File: src/rtl/player_input_ctrl_if.sv
// Key/strobe bundle between the raw push-buttons and player_register.
// slave = player_input_ctrl side, master = board/testbench side.
interface player_input_ctrl_if;
   logic key_forward_n;
   logic key_rotate_n;
   logic forward;
   logic rotate;
   logic fwd_held;
   logic rot_held;

   modport slave (
      input  key_forward_n,
      input  key_rotate_n,
      output forward,
      output rotate,
      output fwd_held,
      output rot_held
   );

   modport master (
      output key_forward_n,
      output key_rotate_n,
      input  forward,
      input  rotate,
      input  fwd_held,
      input  rot_held
   );
endinterface

File: src/rtl/player_input_ctrl.sv
// Sync + debounce + press-edge strobes for forward/rotate keys, forward wins arbitration.
// Define PLAYER_INPUT_AUTOREPEAT_EN to add per-key hold-to-repeat strobes.
module player_input_ctrl #(
   parameter int DEBOUNCE_CYCLES = 250000
`ifdef PLAYER_INPUT_AUTOREPEAT_EN
   , parameter int REPEAT_DELAY  = 25000000
   , parameter int REPEAT_PERIOD = 2500000
`endif
) (
   input  logic                 clk,
   input  logic                 resetn,
   player_input_ctrl_if.slave   io
);

   localparam int CNT_W = $clog2(DEBOUNCE_CYCLES + 1);
`ifdef PLAYER_INPUT_AUTOREPEAT_EN
   localparam int RPT_W = $clog2(REPEAT_DELAY + 1);
   typedef enum logic [1:0] {IDLE, DELAY, REPEAT} rpt_state_e;
`endif

   // Index 0 = forward, index 1 = rotate.
   logic [1:0] key_n;
   logic [1:0] held;
   logic [1:0] req;

   assign key_n = {io.key_rotate_n, io.key_forward_n};

   generate
      for (genvar gi = 0; gi < 2; gi++) begin : g_key
         logic             sync1_q, sync1_d;
         logic             sync2_q, sync2_d;
         logic             deb_q, deb_d;
         logic             prev_q, prev_d;
         logic [CNT_W-1:0] cnt_q, cnt_d;
         logic             press;

         always_comb begin
            sync1_d = key_n[gi];
            sync2_d = sync1_q;
            prev_d  = deb_q;
            deb_d   = deb_q;
            cnt_d   = '0;
            if (~sync2_q != deb_q) begin
               if (cnt_q == CNT_W'(DEBOUNCE_CYCLES - 1))
                  deb_d = ~sync2_q;
               else
                  cnt_d = cnt_q + CNT_W'(1);
            end
         end

         always_ff @(posedge clk or negedge resetn) begin
            if (!resetn) begin
               sync1_q <= 1'b1;
               sync2_q <= 1'b1;
               deb_q   <= 1'b0;
               prev_q  <= 1'b0;
               cnt_q   <= '0;
            end else begin
               sync1_q <= sync1_d;
               sync2_q <= sync2_d;
               deb_q   <= deb_d;
               prev_q  <= prev_d;
               cnt_q   <= cnt_d;
            end
         end

         assign press    = deb_q & ~prev_q;
         assign held[gi] = deb_q;

`ifdef PLAYER_INPUT_AUTOREPEAT_EN
         rpt_state_e       st_q, st_d;
         logic [RPT_W-1:0] rcnt_q, rcnt_d;
         logic             rreq;

         // Release (deb_q low) always wins over a due repeat strobe.
         always_comb begin
            st_d   = st_q;
            rcnt_d = rcnt_q;
            rreq   = 1'b0;
            case (st_q)
               IDLE: begin
                  if (press) begin
                     st_d   = DELAY;
                     rcnt_d = '0;
                     rreq   = 1'b1;
                  end
               end
               DELAY: begin
                  if (!deb_q) begin
                     st_d   = IDLE;
                     rcnt_d = '0;
                  end else if (rcnt_q == RPT_W'(REPEAT_DELAY - 1)) begin
                     st_d   = REPEAT;
                     rcnt_d = '0;
                     rreq   = 1'b1;
                  end else begin
                     rcnt_d = rcnt_q + RPT_W'(1);
                  end
               end
               REPEAT: begin
                  if (!deb_q) begin
                     st_d   = IDLE;
                     rcnt_d = '0;
                  end else if (rcnt_q == RPT_W'(REPEAT_PERIOD - 1)) begin
                     rcnt_d = '0;
                     rreq   = 1'b1;
                  end else begin
                     rcnt_d = rcnt_q + RPT_W'(1);
                  end
               end
               default: begin
                  st_d   = IDLE;
                  rcnt_d = '0;
               end
            endcase
         end

         always_ff @(posedge clk or negedge resetn) begin
            if (!resetn) begin
               st_q   <= IDLE;
               rcnt_q <= '0;
            end else begin
               st_q   <= st_d;
               rcnt_q <= rcnt_d;
            end
         end

         assign req[gi] = rreq;
`else
         assign req[gi] = press;
`endif
      end
   endgenerate

   logic forward_q, forward_d;
   logic rotate_q, rotate_d;
   logic rotate_pending_q, rotate_pending_d;

   // A colliding rotate is parked for one strobe; extra requests merge into it.
   always_comb begin
      forward_d        = req[0];
      rotate_d         = 1'b0;
      rotate_pending_d = 1'b0;
      if (req[0])
         rotate_pending_d = rotate_pending_q | req[1];
      else
         rotate_d = rotate_pending_q | req[1];
   end

   always_ff @(posedge clk or negedge resetn) begin
      if (!resetn) begin
         forward_q        <= 1'b0;
         rotate_q         <= 1'b0;
         rotate_pending_q <= 1'b0;
      end else begin
         forward_q        <= forward_d;
         rotate_q         <= rotate_d;
         rotate_pending_q <= rotate_pending_d;
      end
   end

   assign io.forward  = forward_q;
   assign io.rotate   = rotate_q;
   assign io.fwd_held = held[0];
   assign io.rot_held = held[1];

endmodule
File: src/flat_wrapper.sv
// flat-port wrapper written by rule: the top's interface ports become plain ports
module player_input_ctrl_flat 
#(
   parameter int DEBOUNCE_CYCLES = 250000

)
  (clk, resetn, io_key_forward_n, io_key_rotate_n, io_forward, io_rotate, io_fwd_held, io_rot_held);
  player_input_ctrl_if io_i ();
  input  logic clk;
  input  logic resetn;
  input wire logic [$bits(io_i.key_forward_n)-1:0] io_key_forward_n;
  input wire logic [$bits(io_i.key_rotate_n)-1:0] io_key_rotate_n;
  output wire logic [$bits(io_i.forward)-1:0] io_forward;
  output wire logic [$bits(io_i.rotate)-1:0] io_rotate;
  output wire logic [$bits(io_i.fwd_held)-1:0] io_fwd_held;
  output wire logic [$bits(io_i.rot_held)-1:0] io_rot_held;
  assign io_i.key_forward_n = io_key_forward_n;
  assign io_i.key_rotate_n = io_key_rotate_n;
  assign io_forward = io_i.forward;
  assign io_rotate = io_i.rotate;
  assign io_fwd_held = io_i.fwd_held;
  assign io_rot_held = io_i.rot_held;
  player_input_ctrl #(.DEBOUNCE_CYCLES(DEBOUNCE_CYCLES)) u_core (.clk(clk), .resetn(resetn), .io(io_i));
endmodule
File: config.mk
export PLATFORM = sky130hd
export DESIGN_NAME = player_input_ctrl_flat
export DESIGN_NICKNAME = d
export VERILOG_FILES = /design/src/rtl/player_input_ctrl_if.sv /design/src/rtl/player_input_ctrl.sv /design/src/flat_wrapper.sv
export SDC_FILE = /design/constraint.sdc
export NUM_CORES = 1
export LEC_CHECK = 0
export ABC_AREA = 1
export CORE_ASPECT_RATIO = 1.1
export CORE_UTILIZATION = 60
export DETAILED_ROUTE_END_ITERATION = 6
export GPL_ROUTABILITY_DRIVEN = 0
export GPL_TIMING_DRIVEN = 0
export PLACE_DENSITY_LB_ADDON = 0.1
export SYNTH_ARGS = -nofsm -noshare
export SYNTH_HDL_FRONTEND = slang
export SYNTH_SLANG_ARGS = --single-unit
File: constraint.sdc
create_clock -name clk -period 1.9 [get_ports clk]
set_input_delay 0.38 -clock clk [delete_from_list [all_inputs] [get_ports clk]]
set_output_delay 0.38 -clock clk [all_outputs]
set_load 0.05 [all_outputs]
==> impl_metrics.prom <==
# TYPE chip_impl_metric gauge
chip_impl_info{name="cts-root-buf",value="sky130_fd_sc_hd__clkbuf_8"} 1
chip_impl_metric{name="timing.fmax",unit="MHz"} 555
chip_impl_metric{name="slew-limit-headroom",unit="%"} 64.7
chip_impl_metric{name="cts-buffers-inserted",unit=""} 5
chip_impl_metric{name="drt-vias-per-instance",unit=""} 5.07
chip_impl_metric{name="largest_net_degree_at_the_start_of_global_routing",unit=""} 38
chip_impl_metric{name="die_width",unit="um"} 62.1
chip_impl_info{name="crit_type",value="flip-flop to output pin"} 1
chip_impl_metric{name="layout_min_cycle_time",unit="ns"} 1.80
chip_impl_metric{name="synth_warnings",unit=""} 0
chip_impl_metric{name="aggregate_global_routing_overflow",unit=""} 0
chip_impl_metric{name="worst_ep_required_time",unit="ns"} 1.52
chip_impl_metric{name="cts.path.max_buffers",unit=""} 2
chip_impl_info{name="cp-start-kind",value="flip-flop"} 1
chip_impl_metric{name="routed-via-count",unit=""} 1809
chip_impl_metric{name="post-route-period-util",unit="%"} 94.8
chip_impl_metric{name="grt_antenna_before_repair",unit=""} 0
chip_impl_metric{name="grt_first_pass_wirelength",unit="um"} 7260
chip_impl_metric{name="netlist-cell-type-count",unit=""} 25
chip_impl_info{name="critical-path-top-delay-family",value="buffers and inverters"} 1
chip_impl_metric{name="num_antenna_cells",unit=""} 0
chip_impl_metric{name="clk_pin_slew",unit="ns"} 0.09
chip_impl_metric{name="cp_num_buf_inv",unit=""} 1
chip_impl_metric{name="number_of_enable_flip_flop_cells_after_synthesis",unit=""} 0
chip_impl_metric{name="final_net_count",unit=""} 312
chip_impl_metric{name="worstPathMaxFanout",unit=""} 1
chip_impl_metric{name="logic_depth_of_the_worst_path_buffers_included",unit=""} 1
chip_impl_info{name="setup.worst_path.end",value="io_forward"} 1
chip_impl_info{name="cts_tree",value="done"} 1
chip_impl_info{name="main_flop_type_after_synthesis",value="sky130_fd_sc_hd__dfrtp_1"} 1
chip_impl_metric{name="fin_tns_setup",unit="ns"} 0
chip_impl_metric{name="chipHeight",unit="um"} 68.1
chip_impl_metric{name="groute.usage.overall",unit="%"} 22.6
chip_impl_metric{name="route.antenna.remaining_nets",unit=""} 0
chip_impl_metric{name="finalWirelength",unit="um"} 4130
chip_impl_info{name="crit_path_end_kind",value="output pin"} 1
chip_impl_metric{name="design.core.area",unit="um2"} 3710
chip_impl_info{name="timing.rr.start",value="u_core.g_key[0].sync2_q"} 1
chip_impl_metric{name="initial_core_util",unit="%"} 64.3
chip_impl_metric{name="worstRegToRegCells",unit=""} 4
chip_impl_metric{name="route.detailed.wl_per_inst",unit="um"} 11.6
chip_impl_metric{name="cts_num_sinks",unit=""} 47
chip_impl_metric{name="synthToLayoutAreaGrowth",unit="%"} 10.6
chip_impl_metric{name="fin_worst_skew",unit="ns"} 0.00816
chip_impl_info{name="run_status",value="completed"} 1
chip_impl_metric{name="clkLatencyLatePin",unit="ns"} 0.30
chip_impl_metric{name="total_leakage_power",unit="nW"} 1.13
chip_impl_metric{name="postSynthCellCount",unit=""} 290
chip_impl_metric{name="power_density_over_the_cells",unit="nW/um2"} 654
chip_impl_metric{name="setup_violations",unit=""} 0
chip_impl_metric{name="fraction_of_layout_cells_with_a_size_suffix_above_1",unit="%"} 12.4
chip_impl_metric{name="post_syn_nets",unit=""} 296
chip_impl_info{name="critical_path.cell_chain",value="clkdlybuf4s50_1"} 1
chip_impl_metric{name="synth_top_area_share",unit="%"} 45.1
chip_impl_metric{name="placement.io_buffers",unit=""} 7
chip_impl_info{name="rsz_0062_raised_after_global_routing",value="false"} 1
chip_impl_info{name="startpoint",value="u_core.io.forward"} 1
chip_impl_metric{name="first_global_vias",unit=""} 1726
chip_impl_metric{name="fin_worst_hold_slack",unit="ns"} 0.354
chip_impl_metric{name="cts_max_level",unit=""} 2
chip_impl_metric{name="vdd_ir_drop_max",unit="uV"} 514
chip_impl_info{name="worst_hold_path_type",value="flip-flop to flip-flop"} 1
chip_impl_metric{name="synth_area",unit="um2"} 2390
chip_impl_metric{name="final_core_util",unit="%"} 71.1
chip_impl_metric{name="core.rowCount",unit=""} 23
chip_impl_info{name="synth.largest_area_cell",value="sky130_fd_sc_hd__dfrtp_1"} 1
chip_impl_metric{name="arrival",unit="ns"} 1.42
chip_impl_metric{name="rrSetupSlack",unit="ns"} 0.40
chip_impl_info{name="r2r-end",value="u_core.g_key[0].cnt_q[11]"} 1
chip_impl_metric{name="synth.yosys.seq_area_share",unit="%"} 49.5
chip_impl_metric{name="max_cap_violation_count",unit=""} 0
chip_impl_metric{name="area_enclosed_by_the_die_boundary",unit="um2"} 4230
chip_impl_metric{name="dp.final_hpwl",unit="um"} 3120
chip_impl_metric{name="slew_viol_final",unit=""} 0
chip_impl_info{name="timing.critical_path.slowest_stage_cell",value="sky130_fd_sc_hd__clkdlybuf4s50_1"} 1
chip_impl_metric{name="synth-seq-cells",unit=""} 47
chip_impl_info{name="synth_area_leaders",value="sky130_fd_sc_hd__dfrtp_1 (45%), sky130_fd_sc_hd__nor2_1 (11%), sky130_fd_sc_hd__nand2_1 (9.0%)"} 1
chip_impl_metric{name="postSynth.asyncResetShare",unit="%"} 100
chip_impl_metric{name="io_pins",unit=""} 8
chip_impl_metric{name="post_synth.cell_area_avg",unit="um2"} 8.23
chip_impl_metric{name="critical_path.max_stage_delay",unit="ns"} 0.79
chip_impl_metric{name="hold_viol_final",unit=""} 0
chip_impl_metric{name="drt_iter0_drc",unit=""} 95
chip_impl_metric{name="timing_worst_slew_pin_value",unit="ns"} 0.527
chip_impl_metric{name="drt_first_pass_iters",unit=""} 4
chip_impl_metric{name="number_of_remaining_drc_errors",unit=""} 0
==> placed cells by master, fill, tap and decap left out, drive strengths merged, types with 3 or more instances in the layout <==
| master | instances |
|---|---|
| a21oi | 8 |
| clkbuf | 6 |
| clkdlybuf4s50 | 4 |
| dfrtp | 43 |
| dfstp | 4 |
| inv | 33 |
| nand2 | 63 |
| nand3 | 23 |
| nor2 | 81 |
| nor3 | 3 |
| o21ai | 5 |
| xnor2 | 5 |
| xor2 | 13 |
==> logic make-up after synthesis <==
logic type	after synthesis	share of synthesized area (%)
xor+xnor	18	6.92
simple gates	174	33.7
fa+ha+maj	2	1.05
buf+inv	33	5.19
flops	47	49.5
compound gates	16	3.67
==> sequential cells by signal, summed over array words and instances, names as in the netlist <==
register	count
u_core.g_key.cnt_q	36
u_core.g_key.prev_q	2
u_core.g_key.sync1_q	2
u_core.g_key.sync2_q	2
u_core.io.forward	1
u_core.io.fwd_held	1
u_core.io.rot_held	1
u_core.io.rotate	1
u_core.rotate_pending_q	1
==> power by group <==
group / total [mW] / internal (mW) / switching, mW / leakage, nW
combinational: 0.0688 / 0.0235 / 0.0454 / 0.447
sequential: 1.03 / 1.02 / 0.0133 / 0.638
clock: 0.626 / 0.297 / 0.329 / 0.0474
total: 1.73 / 1.34 / 0.388 / 1.13
==> synthesized netlist by cell type, types with 3 or more instances <==
cell type / number
sky130_fd_sc_hd__a21oi_1: 8
sky130_fd_sc_hd__dfrtp_1: 43
sky130_fd_sc_hd__dfstp_2: 4
sky130_fd_sc_hd__inv_1: 30
sky130_fd_sc_hd__inv_2: 3
sky130_fd_sc_hd__nand2_1: 57
sky130_fd_sc_hd__nand2_2: 4
sky130_fd_sc_hd__nand3_1: 20
sky130_fd_sc_hd__nor2_1: 70
sky130_fd_sc_hd__nor2_2: 5
sky130_fd_sc_hd__nor2_4: 6
sky130_fd_sc_hd__nor3_1: 3
sky130_fd_sc_hd__o21ai_0: 3
sky130_fd_sc_hd__xnor2_1: 4
sky130_fd_sc_hd__xor2_1: 13
==> layout make-up <==
| class | count | area [um2] |
|---|---|---|
| timing repair buffer | 9 | 92.6 |
| clock buffer | 6 | 82.6 |
| inverter | 33 | 124 |
| multi-input combinational | 210 | 1080 |
| sequential | 47 | 1180 |
| clock inverter | 2 | 16.3 |
| fill | 297 | 1070 |
| tap | 50 | 62.6 |
==> metrics by stage <==
step                      std cells  cell area, um2  setup WS [ns]  power, mW
after CTS                       357            2640         0.0777       1.76
after floorplan                 290            2390          0.429       1.08
after global placement          347            2520         -0.797       1.11
final                           357            2640         0.0984       1.73
after detailed placement        348            2530          0.235       1.12
after global routing            357            2640         0.0527       1.80
==> worst min-delay path by stage <==
stage	slack, ns	end	startpoint	cells after the start
5_1_grt	0.36	u_core.g_key[1].sync2_q	u_core.g_key[1].sync1_q	0
3_5_place_dp	0.28	u_core.g_key[1].cnt_q[12]	resetn	1
6_report	0.35	u_core.g_key[1].sync2_q	u_core.g_key[1].sync1_q	0
4_1_cts	0.36	u_core.g_key[1].sync2_q	u_core.g_key[1].sync1_q	0
2_1_floorplan	0.08	u_core.g_key[0].cnt_q[0]	resetn	0
3_3_place_gp	0.35	u_core.g_key[1].sync2_q	u_core.g_key[1].sync1_q	0
==> layer usage <==
layer / vias to the layer above / GRT usage (%) / routed length (um)
li1: 928 / - / -
met1: 858 / 24.8 / 1820
met2: 19 / 43.4 / 2200
met3: 4 / 4.50 / 73
met4: 0 / 9.30 / 42
met5: - / 0 / 0
==> repair_timing <==
action	in CTS	in global routing
endpoints found under the setup margin	2	0
setup buffers	0	0
resized for setup	2	0
hold buffers	1	0
hold endpoints to repair	10	0
Note: power is estimated with default switching activity, not from simulation.
